==> src/rtl/prom_pkg.sv <==
// Shared constants and state type for the bipolar PROM scanner.
package prom_pkg;

    localparam int unsigned PROM_DEPTH = 32;
    localparam int unsigned PROM_AW    = 5;
    localparam int unsigned PROM_DW    = 8;

    // Open-collector bus with pull-ups reads all ones when the PROM is deselected.
    localparam logic [PROM_DW-1:0] PROM_FLOAT = 8'hFF;

    typedef enum logic [1:0] {IDLE, FLOAT, ACCESS, DONE} prom_scan_state_t;

endpackage

==> src/rtl/prom_scan_if.sv <==
// Control, status, PROM socket and shadow read signals of the PROM scanner.
interface prom_scan_if;
    import prom_pkg::*;

    logic               start;
    logic [PROM_DW-1:0] exp_sum;
    logic               busy;
    logic               done;
    logic               img_valid;
    logic [PROM_DW-1:0] sum;
    logic               sum_ok;
    logic               bus_err;
    logic [PROM_AW-1:0] prom_a;
    logic               prom_ce_n;
    logic [PROM_DW-1:0] prom_d;
    logic [PROM_AW-1:0] rd_addr;
    logic [PROM_DW-1:0] rd_data;

    modport master (
        output start, exp_sum, prom_d, rd_addr,
        input  busy, done, img_valid, sum, sum_ok, bus_err, prom_a, prom_ce_n, rd_data
    );

    modport slave (
        input  start, exp_sum, prom_d, rd_addr,
        output busy, done, img_valid, sum, sum_ok, bus_err, prom_a, prom_ce_n, rd_data
    );

endinterface

==> src/rtl/prom_shadow.sv <==
// 32x8 shadow copy of the PROM image; written only by scan captures.
module prom_shadow
    import prom_pkg::*;
(
    input  logic               clk,
    input  logic               reset,
    input  logic               we,
    input  logic [PROM_AW-1:0] waddr,
    input  logic [PROM_DW-1:0] wdata,
    input  logic [PROM_AW-1:0] raddr,
    output logic [PROM_DW-1:0] rdata
);

    logic [PROM_DW-1:0] mem [PROM_DEPTH];

    always_ff @(posedge clk or posedge reset) begin
        if (reset) begin
            for (int i = 0; i < PROM_DEPTH; i++) begin
                mem[i] <= '0;
            end
        end else if (we) begin
            mem[waddr] <= wdata;
        end
    end

    assign rdata = mem[raddr];

endmodule

==> src/rtl/prom_scan.sv <==
// PROM scan initiator: float check, 32 timed byte reads into the shadow bank,
// and a running 8-bit modular checksum.
module prom_scan
    import prom_pkg::*;
#(
    parameter int unsigned SETTLE = 2
) (
    input logic       clk,
    input logic       reset,
    prom_scan_if.slave bus
);

    localparam int unsigned CW = (SETTLE < 1) ? 1 : $clog2(SETTLE + 1);
    localparam logic [CW-1:0] CNT_MAX = CW'(SETTLE);
    localparam logic [PROM_AW-1:0] ADDR_LAST = PROM_AW'(PROM_DEPTH - 1);

    prom_scan_state_t   state;
    logic [CW-1:0]      cnt;
    logic [PROM_AW-1:0] addr;
    logic [PROM_DW-1:0] sum_q;
    logic               busy_q;
    logic               done_q;
    logic               ce_n_q;
    logic               img_valid_q;
    logic               bus_err_q;
    logic               cap;

    assign cap = (state == ACCESS) && (cnt == CNT_MAX);

    always_ff @(posedge clk or posedge reset) begin
        if (reset) begin
            state       <= IDLE;
            cnt         <= '0;
            addr        <= '0;
            sum_q       <= '0;
            busy_q      <= 1'b0;
            done_q      <= 1'b0;
            ce_n_q      <= 1'b1;
            img_valid_q <= 1'b0;
            bus_err_q   <= 1'b0;
        end else begin
            done_q <= 1'b0;
            case (state)
                IDLE: begin
                    if (bus.start) begin
                        state       <= FLOAT;
                        cnt         <= '0;
                        sum_q       <= '0;
                        img_valid_q <= 1'b0;
                        bus_err_q   <= 1'b0;
                        busy_q      <= 1'b1;
                    end
                end
                FLOAT: begin
                    if (cnt == CNT_MAX) begin
                        if (bus.prom_d != PROM_FLOAT) bus_err_q <= 1'b1;
                        state  <= ACCESS;
                        cnt    <= '0;
                        addr   <= '0;
                        ce_n_q <= 1'b0;
                    end else begin
                        cnt <= cnt + 1'b1;
                    end
                end
                ACCESS: begin
                    if (cnt == CNT_MAX) begin
                        sum_q <= sum_q + bus.prom_d;
                        cnt   <= '0;
                        // Address returns to 0 on the final capture so IDLE drives 0.
                        if (addr == ADDR_LAST) begin
                            state  <= DONE;
                            addr   <= '0;
                            ce_n_q <= 1'b1;
                            busy_q <= 1'b0;
                            done_q <= 1'b1;
                        end else begin
                            addr <= addr + 1'b1;
                        end
                    end else begin
                        cnt <= cnt + 1'b1;
                    end
                end
                DONE: begin
                    img_valid_q <= 1'b1;
                    state       <= IDLE;
                end
                default: state <= IDLE;
            endcase
        end
    end

    prom_shadow u_shadow (
        .clk   (clk),
        .reset (reset),
        .we    (cap),
        .waddr (addr),
        .wdata (bus.prom_d),
        .raddr (bus.rd_addr),
        .rdata (bus.rd_data)
    );

    assign bus.busy      = busy_q;
    assign bus.done      = done_q;
    assign bus.img_valid = img_valid_q;
    assign bus.sum       = sum_q;
    assign bus.sum_ok    = img_valid_q && (sum_q == bus.exp_sum);
    assign bus.bus_err   = bus_err_q;
    assign bus.prom_a    = addr;
    assign bus.prom_ce_n = ce_n_q;

endmodule

==> src/flat_wrapper.sv <==
// flat-port wrapper written by rule: the top's interface ports become plain ports
module prom_scan_flat import prom_pkg::*;
#(
    parameter int unsigned SETTLE = 2
)
  (clk, reset, bus_start, bus_exp_sum, bus_prom_d, bus_rd_addr, bus_busy, bus_done, bus_img_valid, bus_sum, bus_sum_ok, bus_bus_err, bus_prom_a, bus_prom_ce_n, bus_rd_data);
  prom_scan_if bus_i ();
  input logic clk;
  input logic reset;
  input wire logic [$bits(bus_i.start)-1:0] bus_start;
  input wire logic [$bits(bus_i.exp_sum)-1:0] bus_exp_sum;
  input wire logic [$bits(bus_i.prom_d)-1:0] bus_prom_d;
  input wire logic [$bits(bus_i.rd_addr)-1:0] bus_rd_addr;
  output wire logic [$bits(bus_i.busy)-1:0] bus_busy;
  output wire logic [$bits(bus_i.done)-1:0] bus_done;
  output wire logic [$bits(bus_i.img_valid)-1:0] bus_img_valid;
  output wire logic [$bits(bus_i.sum)-1:0] bus_sum;
  output wire logic [$bits(bus_i.sum_ok)-1:0] bus_sum_ok;
  output wire logic [$bits(bus_i.bus_err)-1:0] bus_bus_err;
  output wire logic [$bits(bus_i.prom_a)-1:0] bus_prom_a;
  output wire logic [$bits(bus_i.prom_ce_n)-1:0] bus_prom_ce_n;
  output wire logic [$bits(bus_i.rd_data)-1:0] bus_rd_data;
  assign bus_i.start = bus_start;
  assign bus_i.exp_sum = bus_exp_sum;
  assign bus_i.prom_d = bus_prom_d;
  assign bus_i.rd_addr = bus_rd_addr;
  assign bus_busy = bus_i.busy;
  assign bus_done = bus_i.done;
  assign bus_img_valid = bus_i.img_valid;
  assign bus_sum = bus_i.sum;
  assign bus_sum_ok = bus_i.sum_ok;
  assign bus_bus_err = bus_i.bus_err;
  assign bus_prom_a = bus_i.prom_a;
  assign bus_prom_ce_n = bus_i.prom_ce_n;
  assign bus_rd_data = bus_i.rd_data;
  prom_scan #(.SETTLE(SETTLE)) u_core (.clk(clk), .reset(reset), .bus(bus_i));
endmodule
==> config.mk <==
export PLATFORM = sky130hd
export DESIGN_NAME = prom_scan_flat
export DESIGN_NICKNAME = d
export VERILOG_FILES = /design/src/rtl/prom_pkg.sv /design/src/rtl/prom_scan_if.sv /design/src/rtl/prom_shadow.sv /design/src/rtl/prom_scan.sv /design/src/flat_wrapper.sv
export SDC_FILE = /design/constraint.sdc
export NUM_CORES = 1
export LEC_CHECK = 0
export ABC_AREA = 1
export BUFFER_PORTS_ARGS = -buffer_cell sky130_fd_sc_hd__buf_4
export CORE_MARGIN = 5
export CORE_UTILIZATION = 30
export CTS_CLUSTER_SIZE = 8
export DETAILED_ROUTE_END_ITERATION = 16
export GPL_ROUTABILITY_DRIVEN = 0
export SYNTH_ARGS = -nofsm -noshare
export SYNTH_HDL_FRONTEND = slang
export SYNTH_SLANG_ARGS = --single-unit
==> constraint.sdc <==
create_clock -name clk -period 20.2 [get_ports clk]
set_input_delay 0 -clock clk [delete_from_list [all_inputs] [get_ports clk]]
set_output_delay 0 -clock clk [all_outputs]
set_load 0.02 [all_outputs]
# Yosys cells after proc, flatten, opt, wreduce, memory -nomap -nowiden
# Cells that the tools add are included.
# W data, S select, Z words.
[totals]
reg_bits = 278
in_bits = 24
out_inout_bits = 27
[op_classes]
n_addsub = 3
order_cmp = 3
eq_ne = 12
n_mux = 37
bitwise_logic = 2
reduce_logical = 18
[ops]
columns = ["op", "n"]
rows = [
  ["$bwmux W256", 1],
  ["$bmux W8 S5", 1],
  ["$demux W8 S5", 1],
  ["$mux W8", 5],
  ["$pmux W8 S2", 1],
  ["$reduce_and A4 Y1", 4],
  ["$mux W5", 3],
  ["$ge A6 B6 Y1 const B", 2],
  ["$mux W1", 12],
  ["$mux W2", 6],
  ["$not A5 Y6", 2],
  ["$pmux W5 S2", 1],
  ["$reduce_bool A2 Y1", 5],
  ["$add A8 B8 Y8", 1],
  ["$eq A8 B8 Y1", 1],
  ["$ne A8 B8 Y1 const B", 1],
  ["$pmux W1 S2", 4],
  ["$pmux W2 S4", 1],
  ["$eq A2 B2 Y1 const B", 3],
  ["$lt A6 B1 Y1 const B", 1],
  ["$ne A2 B2 Y1 const B", 3],
  ["$reduce_and A3 Y1", 2],
  ["$add A5 B1 Y5 const B", 1],
  ["$eq A5 B5 Y1 const B", 1],
  ["other kinds (8)", 12],
]

# Depth between registers and ports, before layout
[logic_depth]
ltp_word = 6
ltp_mapped = 11
ltp_nobuf = 10

# Hierarchy
# Synthesis repeated with hierarchy kept, for this count alone.
[unflattened]
hier_cells = 1683
hier_area_um2 = 13451.7
[modules_own_cells]
columns = ["module", "instances", "cells_each", "area_each_um2"]
rows = [
  ["prom_shadow", 1, 1493, 11961.5],
  ["prom_scan", 1, 190, 1490.2],
]

# Least setup slack after synthesis
# Ideal clock, no wire load.
[synth_timing]
path_kind = "reg2reg"
from = "register u_core.addr[0], in the netlist u_core.bus.prom_a[0]"
to = "register u_core.state[0]"
t_arrival_ns = 1.601
path_slack_ns = 18.470
path_stages_with_launch = 10
path_buffers = 0
period_less_slack_ns = 1.730
path_cell_list = "dfrtp_1 -> ha_1 -> inv_1 -> nor3_1 -> ha_1 -> nor2_1 -> a21oi_1 -> and3_1 -> o21ai_0 -> o21ai_0"
[synth_between]
elab_chain_len = 3
[synth_lines]
columns = ["element", "line", "source"]
rows = [
  ["start: declaration", "prom_scan.sv:19", "logic [PROM_AW-1:0] addr;"],
  ["start signal: assignment", "prom_scan.sv:77", "addr <= addr + 1'b1;"],
  ["$eq A5 B5 Y1", "prom_scan.sv:70", "if (addr == ADDR_LAST) begin"],
  ["$ne A2 B2 Y1 (no line)", "-", ""],
  ["$reduce_and A4 Y1 (no line)", "-", ""],
  ["end signal: assignment", "prom_scan.sv:71", "state <= DONE;"],
  ["end signal: assignment", "prom_scan.sv:85", "state <= IDLE;"],
  ["end signal: assignment", "prom_scan.sv:87", "default: state <= IDLE;"],
  ["end: declaration", "prom_scan.sv:17", "prom_scan_state_t state;"],
]
# Every way passes these cells.
# A chain may end at the register's enable or synchronous reset.

# Worst setup path after layout
[layout_timing]
from = "input port bus_rd_addr[0]"
to = "output port bus_rd_data[0]"
[layout_between]
elab_chain_len = 4
[layout_lines]
columns = ["element", "line", "source"]
rows = [
  ["start: declaration", "flat_wrapper.sv:13", "input wire logic [$bits(bus_i.rd_addr)-1:0] bus_rd_addr;"],
  ["$not A5 Y6 (implied by the code)", "prom_shadow.sv:26", "assign rdata = mem[raddr];"],
  ["$bmux W8 S5", "prom_shadow.sv:26", ""],
  ["$mux W8 (implied by the code) (2 in a row)", "prom_shadow.sv:26", ""],
  ["end: declaration", "flat_wrapper.sv:22", "output wire logic [$bits(bus_i.rd_data)-1:0] bus_rd_data;"],
]
# Every way passes these cells. The select of a mux whose other input is x is not followed.

==> results.py <==
metrics = {
    "synth": {
        "synthAdderAreaFrac_pct": 1.73,
        "syn-instance-count": 1681,
        "synth.mux.area_fraction_pct": 0,
        "ys_seq_area_share_pct": 51.6,
        "syn_area_per_cell_um2": 8.02,
        "synthSimpleGateAreaFrac_pct": 29.9,
        "synth-compound-area-share_pct": 11.0,
        "ys_warn_count": 0,
        "synth_nets": 1723,
        "synth_top_family_by_area": "simple AND/OR/NAND/NOR gates",
        "synth_seq_cells": 278,
        "synth_edf_count": 0,
        "synth_area_leaders": "dfrtp_1 51%, nand2_1 13%, a21oi_1 7.6%",
        "synth_xor_area_share_pct": 0.325,
        "ys_types": 33,
        "async_reset_ff_share_pct": 100,
        "syn_area_um2": 13500,
        "yosysTopAreaCell": "dfrtp_1",
        "synth_top_area_share_pct": 51.4,
        "synth-main-ff-cell": "dfrtp_1",
    },
    "power": {
        "p_leak_nw": 6.90,
        "pwr_density_cell_nw_per_um2": 99.2,
        "max-vdd-ir-drop_uv": 56.7,
    },
    "finish": {
        "drive_above_1_share_pct": 9.36,
        "final-seq-area_um2": 6960,
        "utilization_pct": 34.6,
        "area_growth_pct": 13.6,
        "n_antenna_cell": 0,
        "multiInputGateArea_um2": 5790,
        "nets": 1728,
        "nFillCells": 4608,
    },
    "timing": {
        "drv_slew": 0,
        "tightestPinTransition_ns": 1.06,
        "min_period_ns": 2.96,
        "fmax_mhz": 337,
        "slew_headroom_pct": 29.2,
        "rsz0062_at_grt": "no",
        "clock_skew_ns": 0.0193,
        "fin_setup_tns_ns": 0,
        "finalSetupViolCount": 0,
        "final-hold-violation-count": 0,
        "fin_crit_sh_pct": 14.7,
    },
    "setup_path": {
        "reg2regPathDepth": 9,
        "worst_ep_required_time_ns": 20.20,
        "cp-end-kind": "output pin",
        "startpoint": "bus_rd_addr[0]",
        "r2r-start": "u_core.state[0]$_DFFE_PP0P_",
        "cp_max_fo": 65,
        "setup.worst_path.start_class": "input pin",
        "critical_path_class": "in2out",
        "worst_ep_arrival_time_ns": 2.96,
    },
    "flow_run": {
        "drv_cap": 0,
    },
    "placement": {
        "place.detailed.hpwl_um": 23700,
        "port_buffers": 50,
    },
    "clocking": {
        "clock_path_buffers": 3,
        "cts_resized": 0,
        "cts-root-buf": "clkbuf_16",
        "clk_latency_ns": 0.52,
        "numCtsBuffers": 40,
        "cts_tree": "done",
        "postCtsSetupRepairBufs": 0,
        "cts.sinks": 278,
        "htree_levels": 2,
        "clkSlewWorstSetupHoldPaths_ns": 0.05,
    },
    "die": {
        "core_area_um2": 44300,
        "rows": 77,
        "ios": 51,
        "start_util_pct": 30.4,
        "fp.dieH_um": 222,
        "die_width_um": 222,
        "dieArea_um2": 49300,
    },
    "global_route": {
        "grt_use_total_pct": 15.4,
        "grt-ovfl-total": 0,
        "grt_pass1_wl_um": 62300,
        "antenna_found_initial": 0,
        "grt_pass1_vias": 11120,
        "grt_max_degree": 129,
    },
    "routing": {
        "postRouteAntennaNets": 0,
        "first_iter_violations": 1057,
        "drc": 0,
        "wl_per_cell_um": 16.8,
        "via_count": 11235,
        "avgViaCountPerCell": 4.93,
        "firstDrtPassIters": 5,
        "wl_um": 38200,
    },
    "status": {
        "status": "completed",
    },
    "hold_path": {
        "holdPathStages": 6,
        "hp-class": "in2reg",
        "hold_start": "bus_prom_d[5]",
    },
}
==> path summary, 6_finish.rpt <==
| check | endpoint | slack (ns) |
|---|---|---|
| min in group asynchronous | u_core.u_shadow.mem[172]$_DFFE_PP0P_ | 0.20 |
| hold / removal | u_core.bus.sum[6]$_DFFE_PP0P_ | 0.04 |
| max in group asynchronous | u_core.u_shadow.mem[49]$_DFFE_PP0P_ | 17.55 |
| setup reg to reg | u_core.u_shadow.mem[20]$_DFFE_PP0P_ | 18.05 |
| hold reg to reg | u_core.u_shadow.mem[12]$_DFFE_PP0P_ | 0.48 |
| setup / recovery | bus_rd_data[0] | 17.24 |
==> Yosys cell counts (5+ instances only) <==
master	instances
nor2_4	25
buf_1	16
dfrtp_1	277
nand2_1	472
ha_1	17
o21ai_0	79
nand3_1	205
inv_1	37
a21oi_1	206
buf_4	25
buf_2	16
nor2_1	206
nand4_1	5
clkbuf_1	48
inv_2	9
==> area by class of cell <==
cell class | instances | area share (%)
clock buffer | 43 | 6.95
tap | 592 | 4.83
clock inverter | 1 | 0.106
inverter | 47 | 1.24
multi-input combinational | 1247 | 37.8
timing repair buffer | 72 | 3.66
sequential | 278 | 45.4
==> timing repair <==
item                                    CTS  global route
endpoints found under the setup margin    0             0
hold buffers                              8             0
endpoints found under the hold margin   135             0
==> logic make-up after synthesis <==
family,Yosys count
simple gates,930
flops,278
buf+inv,156
xor+xnor,5
fa+ha+maj,18
compound gates,294
==> sequential cells by signal, summed over array words and instances (netlist names) <==
| register | count |
|---|---|
| u_core.cnt | 2 |
| u_core.bus.busy | 1 |
| u_core.bus.sum | 8 |
| u_core.bus.prom_a | 5 |
| u_core.bus.done | 1 |
| u_core.u_shadow.mem | 256 |
| u_core.state | 2 |
| u_core.bus.bus_err | 1 |
| u_core.bus.img_valid | 1 |
| u_core.bus.prom_ce_n | 1 |
==> where the power goes <==
part	total (mW)	switching [mW]	leakage (nW)	internal (mW)
clock network	0.599	0.232	0.532	0.367
registers	0.636	0.0340	2.56	0.602
logic	0.285	0.188	3.81	0.0970
total	1.52	0.454	6.90	1.07
==> layer usage <==
| layer | part of all wire [%] | global-route usage [%] | vias up |
|---|---|---|---|
| li1 | - | - | 5477 |
| met1 | 46 | 21.5 | 5388 |
| met2 | 46 | 24.7 | 287 |
| met3 | 4.8 | 2.36 | 83 |
| met4 | 3.0 | 4.69 | 0 |
| met5 | 0 | 0 | - |
==> per-stage QoR <==
step | instance area (um2) | setup WS (ns) | total power, mW | std cells | hold WS [ns]
after floorplan | 13500 | 12.54 | 0.839 | 1681 | 0.189
after global placement | 14200 | 17.24 | 0.922 | 2228 | 0.271
after CTS | 15300 | 17.21 | 1.54 | 2280 | 0.0250
after detailed placement | 14200 | 17.20 | 0.929 | 2228 | 0.265
final | 15300 | 17.24 | 1.52 | 2280 | 0.0360
after global routing | 15300 | 16.95 | 1.60 | 2280 | 0.0863
==> layout by cell type, fill, tap and decap left out, types with 25 or more instances in the layout <==
cell type	netlist	routed
dfrtp_1	277	277
a21oi_1	206	206
nor2_1	206	206
o21ai_0	79	79
buf_4	25	64
nand2_1	472	472
clkbuf_16	0	42
nand3_1	205	205
nor2_4	25	25
inv_1	37	35
==> critical path: stages <==
cell      delay (ns)
buf_4           0.45
clkinv_2        0.92
buf_4           0.67
nand2_1         0.13
nand3_1         0.08
nand3_1         0.13
nand2_1         0.06
nand2_1         0.15
nand2_1         0.08
nand2_1         0.06
nand2_1         0.05
buf_4           0.15
Note: power is estimated with default switching activity, not from simulation.
